### src/rtl/turbo_ctrl_pkg.sv
// -----------------------------------------------------------------------------
// turbo_ctrl_pkg
// Shared definitions for the SISO recursion controllers (alpha and beta side).
//   beta_ctrl_state_t   : backward-recursion controller FSM states
//   state/branch vector : packed metric-vector typedefs for the default widths
//   neg_init()          : "minus infinity" seed used for non-zero start states
// Metric vectors pack state s (or symbol s) in bits [s*BITS +: BITS].
// -----------------------------------------------------------------------------
package turbo_ctrl_pkg;

    typedef enum logic [2:0] {
        ST_IDLE  = 3'd0,
        ST_INIT  = 3'd1,
        ST_READ  = 3'd2,
        ST_ISSUE = 3'd3,
        ST_WAIT  = 3'd4,
        ST_WRITE = 3'd5,
        ST_DONE  = 3'd6
    } beta_ctrl_state_t;

    localparam int unsigned DEF_BITS           = 16;
    localparam int unsigned DEF_STATES         = 4;
    localparam int unsigned DEF_OUTPUT_SYMBOLS = 4;

    typedef logic [DEF_BITS*DEF_STATES-1:0]         state_metric_vec_t;
    typedef logic [DEF_BITS*DEF_OUTPUT_SYMBOLS-1:0] branch_metric_vec_t;

    // -2^(bits-2): far enough below zero to lose every max() against the
    // real start state, yet leaves headroom so a few additions cannot wrap.
    function automatic logic [63:0] neg_init(input int unsigned bits);
        return 64'd0 - (64'd1 << (bits - 2));
    endfunction

endpackage

### src/rtl/beta_norm.sv
// -----------------------------------------------------------------------------
// beta_norm
// Combinational normalisation of a beta vector: subtracts the state-0 metric
// from every state so state 0 always reads zero. Arithmetic wraps mod 2^BITS.
// Ports:
//   in_beta  in  BITS*STATES  raw beta vector (state s at [s*BITS +: BITS])
//   out_beta out BITS*STATES  normalised beta vector
// -----------------------------------------------------------------------------
module beta_norm
    import turbo_ctrl_pkg::*;
#(
    parameter int BITS   = 16,
    parameter int STATES = 4
) (
    input  logic [BITS*STATES-1:0] in_beta,
    output logic [BITS*STATES-1:0] out_beta
);

    always_comb begin
        for (int s = 0; s < STATES; s++) begin
            out_beta[s*BITS +: BITS] = in_beta[s*BITS +: BITS] - in_beta[BITS-1:0];
        end
    end

endmodule

### src/rtl/beta_recursion_ctrl.sv
// -----------------------------------------------------------------------------
// beta_recursion_ctrl
// Sequences the backward (beta) recursion of a max-product SISO decoder over
// one code block. Branch metrics are read in descending trellis index, each
// step is handed to a single beta_element, whose result is fed back as the
// next step's nextBeta and written to the beta RAM for the LLR stage.
//
// Optional build macro: BETA_RECURSION_CTRL_NORM_EN
//   defined   -> each latched beta vector is normalised to state 0 (beta_norm)
//   undefined -> beta vectors are latched unmodified
//
// Vector packing: state s / symbol s occupies bits [s*BITS +: BITS].
//
// Ports:
//   clk, reset            clock, asynchronous active-high reset
//   start                 one-cycle start pulse (only honoured in IDLE)
//   abort                 synchronous cancel of the running block
//   block_len             number of trellis steps N (0 .. 2^ADDR_BITS)
//   terminated            trellis terminated in state 0
//   busy, done            status; done is a one-cycle end-of-block pulse
//   bm_rd_en/addr/data    branch-metric RAM read port (data one cycle later)
//   elem_*                handshake with the beta_element datapath
//   beta_wr_en/addr/data  beta RAM write port
// -----------------------------------------------------------------------------
module beta_recursion_ctrl
    import turbo_ctrl_pkg::*;
#(
    parameter int BITS           = 16,
    parameter int STATES         = 4,
    parameter int OUTPUT_SYMBOLS = 4,
    parameter int ADDR_BITS      = 10,
    parameter int ELEM_LATENCY   = 2
) (
    input  logic                             clk,
    input  logic                             reset,
    input  logic                             start,
    input  logic                             abort,
    input  logic [ADDR_BITS:0]               block_len,
    input  logic                             terminated,
    output logic                             busy,
    output logic                             done,
    output logic                             bm_rd_en,
    output logic [ADDR_BITS-1:0]             bm_rd_addr,
    input  logic [BITS*OUTPUT_SYMBOLS-1:0]   bm_rd_data,
    output logic                             elem_in_valid,
    output logic [BITS*OUTPUT_SYMBOLS-1:0]   elem_branch_metric,
    output logic [BITS*STATES-1:0]           elem_next_beta,
    input  logic                             elem_out_valid,
    input  logic [BITS*STATES-1:0]           elem_beta,
    output logic                             beta_wr_en,
    output logic [ADDR_BITS-1:0]             beta_wr_addr,
    output logic [BITS*STATES-1:0]           beta_wr_data
);

    // The WAIT state simply follows elem_out_valid, so the latency only has
    // to be legal; the step period falls out as ELEM_LATENCY+3.
    generate
        if (ELEM_LATENCY < 1) begin : g_bad_latency
            $error("beta_recursion_ctrl: ELEM_LATENCY must be at least 1");
        end
    endgenerate

    localparam logic [BITS-1:0] NEG_INIT = BITS'(neg_init(BITS));

    beta_ctrl_state_t              state;
    beta_ctrl_state_t              state_nxt;
    logic [ADDR_BITS-1:0]          k;
    logic                          term_reg;
    logic [BITS*STATES-1:0]        beta_reg;
    logic [BITS*STATES-1:0]        init_beta;
    logic [BITS*STATES-1:0]        latch_value;

    // Value captured from the element on out_valid.
`ifdef BETA_RECURSION_CTRL_NORM_EN
    beta_norm #(
        .BITS   (BITS),
        .STATES (STATES)
    ) u_beta_norm (
        .in_beta  (elem_beta),
        .out_beta (latch_value)
    );
`else
    assign latch_value = elem_beta;
`endif

    // Seed vector: a terminated trellis ends in state 0, so every other state
    // starts at "minus infinity"; otherwise all end states are equally likely.
    always_comb begin
        for (int s = 0; s < STATES; s++) begin
            init_beta[s*BITS +: BITS] = (term_reg && s != 0) ? NEG_INIT : '0;
        end
    end

    // Next-state logic. abort outranks everything, including an element
    // result arriving in the same cycle.
    always_comb begin
        // NOTE: default assignment first so every path drives state_nxt and
        // no latch is inferred.
        state_nxt = state;
        if (abort && state != ST_IDLE) begin
            state_nxt = ST_IDLE;
        end else begin
            unique case (state)
                ST_IDLE:  if (start) state_nxt = (block_len == '0) ? ST_DONE : ST_INIT;
                ST_INIT:  state_nxt = ST_READ;
                ST_READ:  state_nxt = ST_ISSUE;
                ST_ISSUE: state_nxt = ST_WAIT;
                ST_WAIT:  if (elem_out_valid) state_nxt = ST_WRITE;
                ST_WRITE: state_nxt = (k == '0) ? ST_DONE : ST_READ;
                ST_DONE:  state_nxt = ST_IDLE;
                default:  state_nxt = ST_IDLE;
            endcase
        end
    end

    // NOTE: all sequential state uses non-blocking assignments so every
    // register samples pre-edge values regardless of evaluation order.
    always_ff @(posedge clk or posedge reset) begin
        if (reset) begin
            state    <= ST_IDLE;
            k        <= '0;
            term_reg <= 1'b0;
            beta_reg <= '0;
        end else begin
            state <= state_nxt;
            // An abort freezes the datapath registers; beta_reg keeps the last
            // completed step.
            if (!abort || state == ST_IDLE) begin
                unique case (state)
                    ST_IDLE: begin
                        if (start && block_len != '0) begin
                            // N = 2^ADDR_BITS has zero low bits; the wrap
                            // yields the all-ones top index.
                            k        <= block_len[ADDR_BITS-1:0] - 1'b1;
                            term_reg <= terminated;
                        end
                    end
                    ST_INIT:  beta_reg <= init_beta;
                    ST_WAIT:  if (elem_out_valid) beta_reg <= latch_value;
                    ST_WRITE: if (k != '0) k <= k - 1'b1;
                    default: ;
                endcase
            end
        end
    end

    // Outputs decode from the state register only; idle values are zero.
    always_comb begin
        busy               = (state != ST_IDLE);
        done               = (state == ST_DONE);
        bm_rd_en           = (state == ST_READ);
        bm_rd_addr         = (state == ST_READ) ? k : '0;
        elem_in_valid      = (state == ST_ISSUE);
        // Read data lands exactly in the ISSUE cycle, so it passes straight
        // through without a holding register.
        elem_branch_metric = (state == ST_ISSUE) ? bm_rd_data : '0;
        elem_next_beta     = (state == ST_ISSUE || state == ST_WAIT) ? beta_reg : '0;
        beta_wr_en         = (state == ST_WRITE);
        beta_wr_addr       = (state == ST_WRITE) ? k : '0;
        beta_wr_data       = (state == ST_WRITE) ? beta_reg : '0;
    end

endmodule

### config.mk
export PLATFORM = sky130hd
export DESIGN_NAME = beta_recursion_ctrl
export DESIGN_NICKNAME = d
export VERILOG_FILES = /design/src/rtl/turbo_ctrl_pkg.sv /design/src/rtl/beta_norm.sv /design/src/rtl/beta_recursion_ctrl.sv
export SDC_FILE = /design/constraint.sdc
export NUM_CORES = 1
export LEC_CHECK = 0
export ABC_AREA = 1
export CAP_MARGIN = 20
export CORE_AREA = 2 2 140 142
export DETAILED_ROUTE_END_ITERATION = 8
export DIE_AREA = 0 0 142 144
export GPL_TIMING_DRIVEN = 0
export PLACE_DENSITY = 0.73
export SYNTH_ARGS = -nofsm -noshare
export SYNTH_HDL_FRONTEND = slang
export SYNTH_SLANG_ARGS = --single-unit
### constraint.sdc
create_clock -name clk -period 3.7 [get_ports clk]
set_input_delay 0.925 -clock clk [delete_from_list [all_inputs] [get_ports clk]]
set_output_delay 0.925 -clock clk [all_outputs]
set_load 0.005 [all_outputs]
==> results summary <==
The buffers inserted during post-CTS setup optimization came out at 0. The max-slew violation total from the final report is 0. The final wirelength came out at 20300 um. The post-synthesis net count is 911. The fraction of final layout cells sized beyond drive strength 1 came out at 14.4%. The combinational share of power is a little over half. The overall via count from detail_route came out at between 6000 and 7000. For this run, asynchronously set or reset flops after synthesis account for 100%. Setup repair after global routing left no endpoint under its margin.

The worst slack after detailed placement came out at approximately 500 ps. The starting utilization of the core area came out at 28.7%. The highest achievable clock rate is 284 MHz. Along the worst path, the maximum fanout reaches 10.

STA classifies the critical path startpoint as a flip-flop. For the pin with the worst max-slew slack, the measured transition is 486 ps. The cell-internal power is 0.00265 W. The main flop type after synthesis is sky130_fd_sc_hd__dfrtp_1. After synthesis the cells add up to 5470 um2. The average wire per cell in the routed design came out at 14.7 um. The synthesized area per cell is 7.15 um2. The die is approximately 140 um wide. The core area is 19100 um2. The worst setup path is captured at an output port. In the routed layout, each cell is associated on average with a via count of 4.35.

The pin count of the biggest net entering global routing came out at 54. The flow ran to the end, and the final reports show no timing, DRC or antenna violations. The post-cts sizing count came out at 0. Setup violations remaining at the end of the flow were counted as 0. In this run, the clock network consumes 20.4% of the power.

The repair_antennas step left the layout with diodes totalling 0. The area taken by multi-input logic gates came out at 2500 um2. Buffers inserted to repair hold after CTS numbered 0. The worst register-to-register path begins at state[1]. For the worst flop-to-flop path, the logic depth is 13. At the worst endpoint, the arrival time is about 2600 ps. The floorplan has 51 rows. The insertion delay of the later-clocked pin in the worst-skew pair is ~340 ps. In this run the static leakage power is 4.14 nW. The clock period minus worst slack is 3520 ps. The critical path in this run is classified as reg2out. The clock passes through at most 2 buffers.

TritonCTS built the clock tree. In the layout the commonest cells are sky130_fd_sc_hd__clkdlybuf4s50_1 (361), sky130_fd_sc_hd__nor2_1 (234), sky130_fd_sc_hd__inv_1 (164). The layout filler cell count came out at ~1800. The number of global-route vias before repair came out at ~5600. The endpoint identified for the worst register-to-register timing path is k[4]. The total count of hold-check failures in the final report came out at 0. Leaving out fill and tap cells, the most frequent cell in the layout is sky130_fd_sc_hd__clkdlybuf4s50_1. After routing, the total negative slack on setup checks comes to 0 ps. Across every metal layer, demand over resource in global routing totals 19.1%. The worst hold path depth is 2. The total cell area at the placement stage is 9410 um2. The CTS sink count came out at just under 80.

The number of storage elements in the synthesis netlist is slightly below 80. In this run the worst hold path is classified as reg2reg. The tree is rooted in a sky130_fd_sc_hd__clkbuf_16. The number of warnings issued by yosys came out at 0. The worst hold path begins at k[9]. The maximum VDD drop came out at slightly above 0.3 mV. The post-layout net count is roughly 1300. The worst clock skew is 6.04 ps. In the synthesized netlist, the number of instances is 765. Max-cap violations in this run came to 0. The die is roughly 140 um tall. The final worst setup slack is 179 ps. In the finished design, the share of the clock period the worst path needs comes to ~95%.

Of the total power, registers draw 26.0%. The worst-case register-to-register setup slack is 1660 ps. The reported net switching power came out at 0.00192 W. The required time at the worst-slack endpoint came out at 2770 ps. The capture endpoint of the worst hold path is k[9]. The count of unresolved DRC violations after routing came out at 0. The placed wire-length estimate after detailed placement came out at 16300 um. After clock tree synthesis, the clock-pin slew on the worst setup and hold paths is 60 ps. The remaining antenna violation count is 0. The final standard cell utilization of the core came out at 50.9%. The sequential cell area came out at 1950 um2. The first-pass detailed-route iteration total came out at 4.

The sum of overflow across all layers after global routing is 0. The top-level I/O count is 362. The register with the most flip-flops in the layout has 64 of them. Dividing total power by cell area gives a power density of 470 nW/um2. The wire length of the first global-routing pass came out at 30600 um. For this block, the initial DRC count from the detailed router was 239. The worst slew slack as a fraction of its limit is 67.6%. The CTS buffer count is 9.

The layout overhead on the synthesized area is 77.7%. The maximum level of the CTS H-tree came out at 3. The net switching fraction of the power is 41.9%.

The initial antenna violation count came out at 0. The number of buffers inserted by port buffering came out at between 300 and 400. The die footprint came out at 20400 um2. The number of different library cells in the post-synthesis netlist came out at 31. The final design area excluding fillers is 9720 um2. The fraction of the yosys area taken by sequential cells came out at 35.7%.

Yosys mapped a number of flops with a built-in enable equal to 0. Routability-driven placement finished with a final weighted congestion of 0.885.
[power by group through the flow]
stage,logic [W],clock network (W),registers [W]
floorplan,0.00156,0,0.00117
global placement,0.00244,0,0.00119
detailed placement,0.00247,0,0.00120
CTS,0.00248,0.000948,0.00119
global route,0.00269,0.000991,0.00122
finish,0.00245,0.000931,0.00119
[metrics by stage]
stage	hold WS, ps	power [W]	cells
finish	505	0.00457	1381
global route	553	0.00490	1381
CTS	498	0.00461	1381
detailed placement	479	0.00367	1365
global placement	467	0.00363	1364
floorplan	449	0.00273	765
[layer usage]
layer | global-route usage, % | wire (um)
met1 | 25.7 | 9060
met2 | 31.3 | 9640
met3 | 5.03 | 1410
met4 | 3.47 | 184
met5 | 0 | 0
[cell type report]
class                   instances  area share, %
plain buffers                  48           3.90
clock buffers                  10           2.46
multi-input cells             469           25.7
repair buffers                362           37.5
flip-flops and latches         78           20.1
inverters                     170           6.62
well taps                     238           3.06
clock inverters                 6          0.708
[how the worst max path moves through the flow]
stage | from | end | slack (ps) | cells after the start
global route | state[2] | elem_branch_metric[38] | 20 | 6
detailed placement | state[2] | elem_next_beta[46] | 520 | 7
finish | state[2] | elem_branch_metric[33] | 180 | 6
floorplan | reset | beta_reg[0] | 780 | 1
global placement | reset | k[4] | -700 | 2
CTS | state[2] | elem_next_beta[46] | 140 | 7
[worst max-delay path, cell delays in order, from the launching register on]
cell,delay (ps)
sky130_fd_sc_hd__dfrtp_1,430
sky130_fd_sc_hd__buf_2,220
sky130_fd_sc_hd__nor3_2,320
sky130_fd_sc_hd__inv_2,170
sky130_fd_sc_hd__clkbuf_1,270
sky130_fd_sc_hd__nor2_1,290
sky130_fd_sc_hd__clkdlybuf4s50_1,570
[cells by family (layout without fill, tap and decap cells)]
family,count (synthesis),in the layout,synth area share (%)
XOR/XNOR,1,1,0.160
AO/OA/AOI/OAI,85,85,11.7
flip-flops,78,78,35.7
AND/OR/NAND/NOR,381,381,33.4
multiplexers,1,1,0.206
adder cells (fa/ha/maj),1,1,0.229
buffers and inverters,218,596,18.6
[Yosys cell counts (all sizes together), types with 2 or more instances]
master  count  area share [%]
nand3      73              12
nor3        2            0.27
inv       170              12
a21oi       4            0.57
nor2      235              16
clkbuf      9            0.62
dfrtp      78              36
buf        39             6.3
nand2      62             4.3
nand4       8            0.92
o21ai      72              10
a31oi       7            0.80
Power figures use the tool's default switching activity.
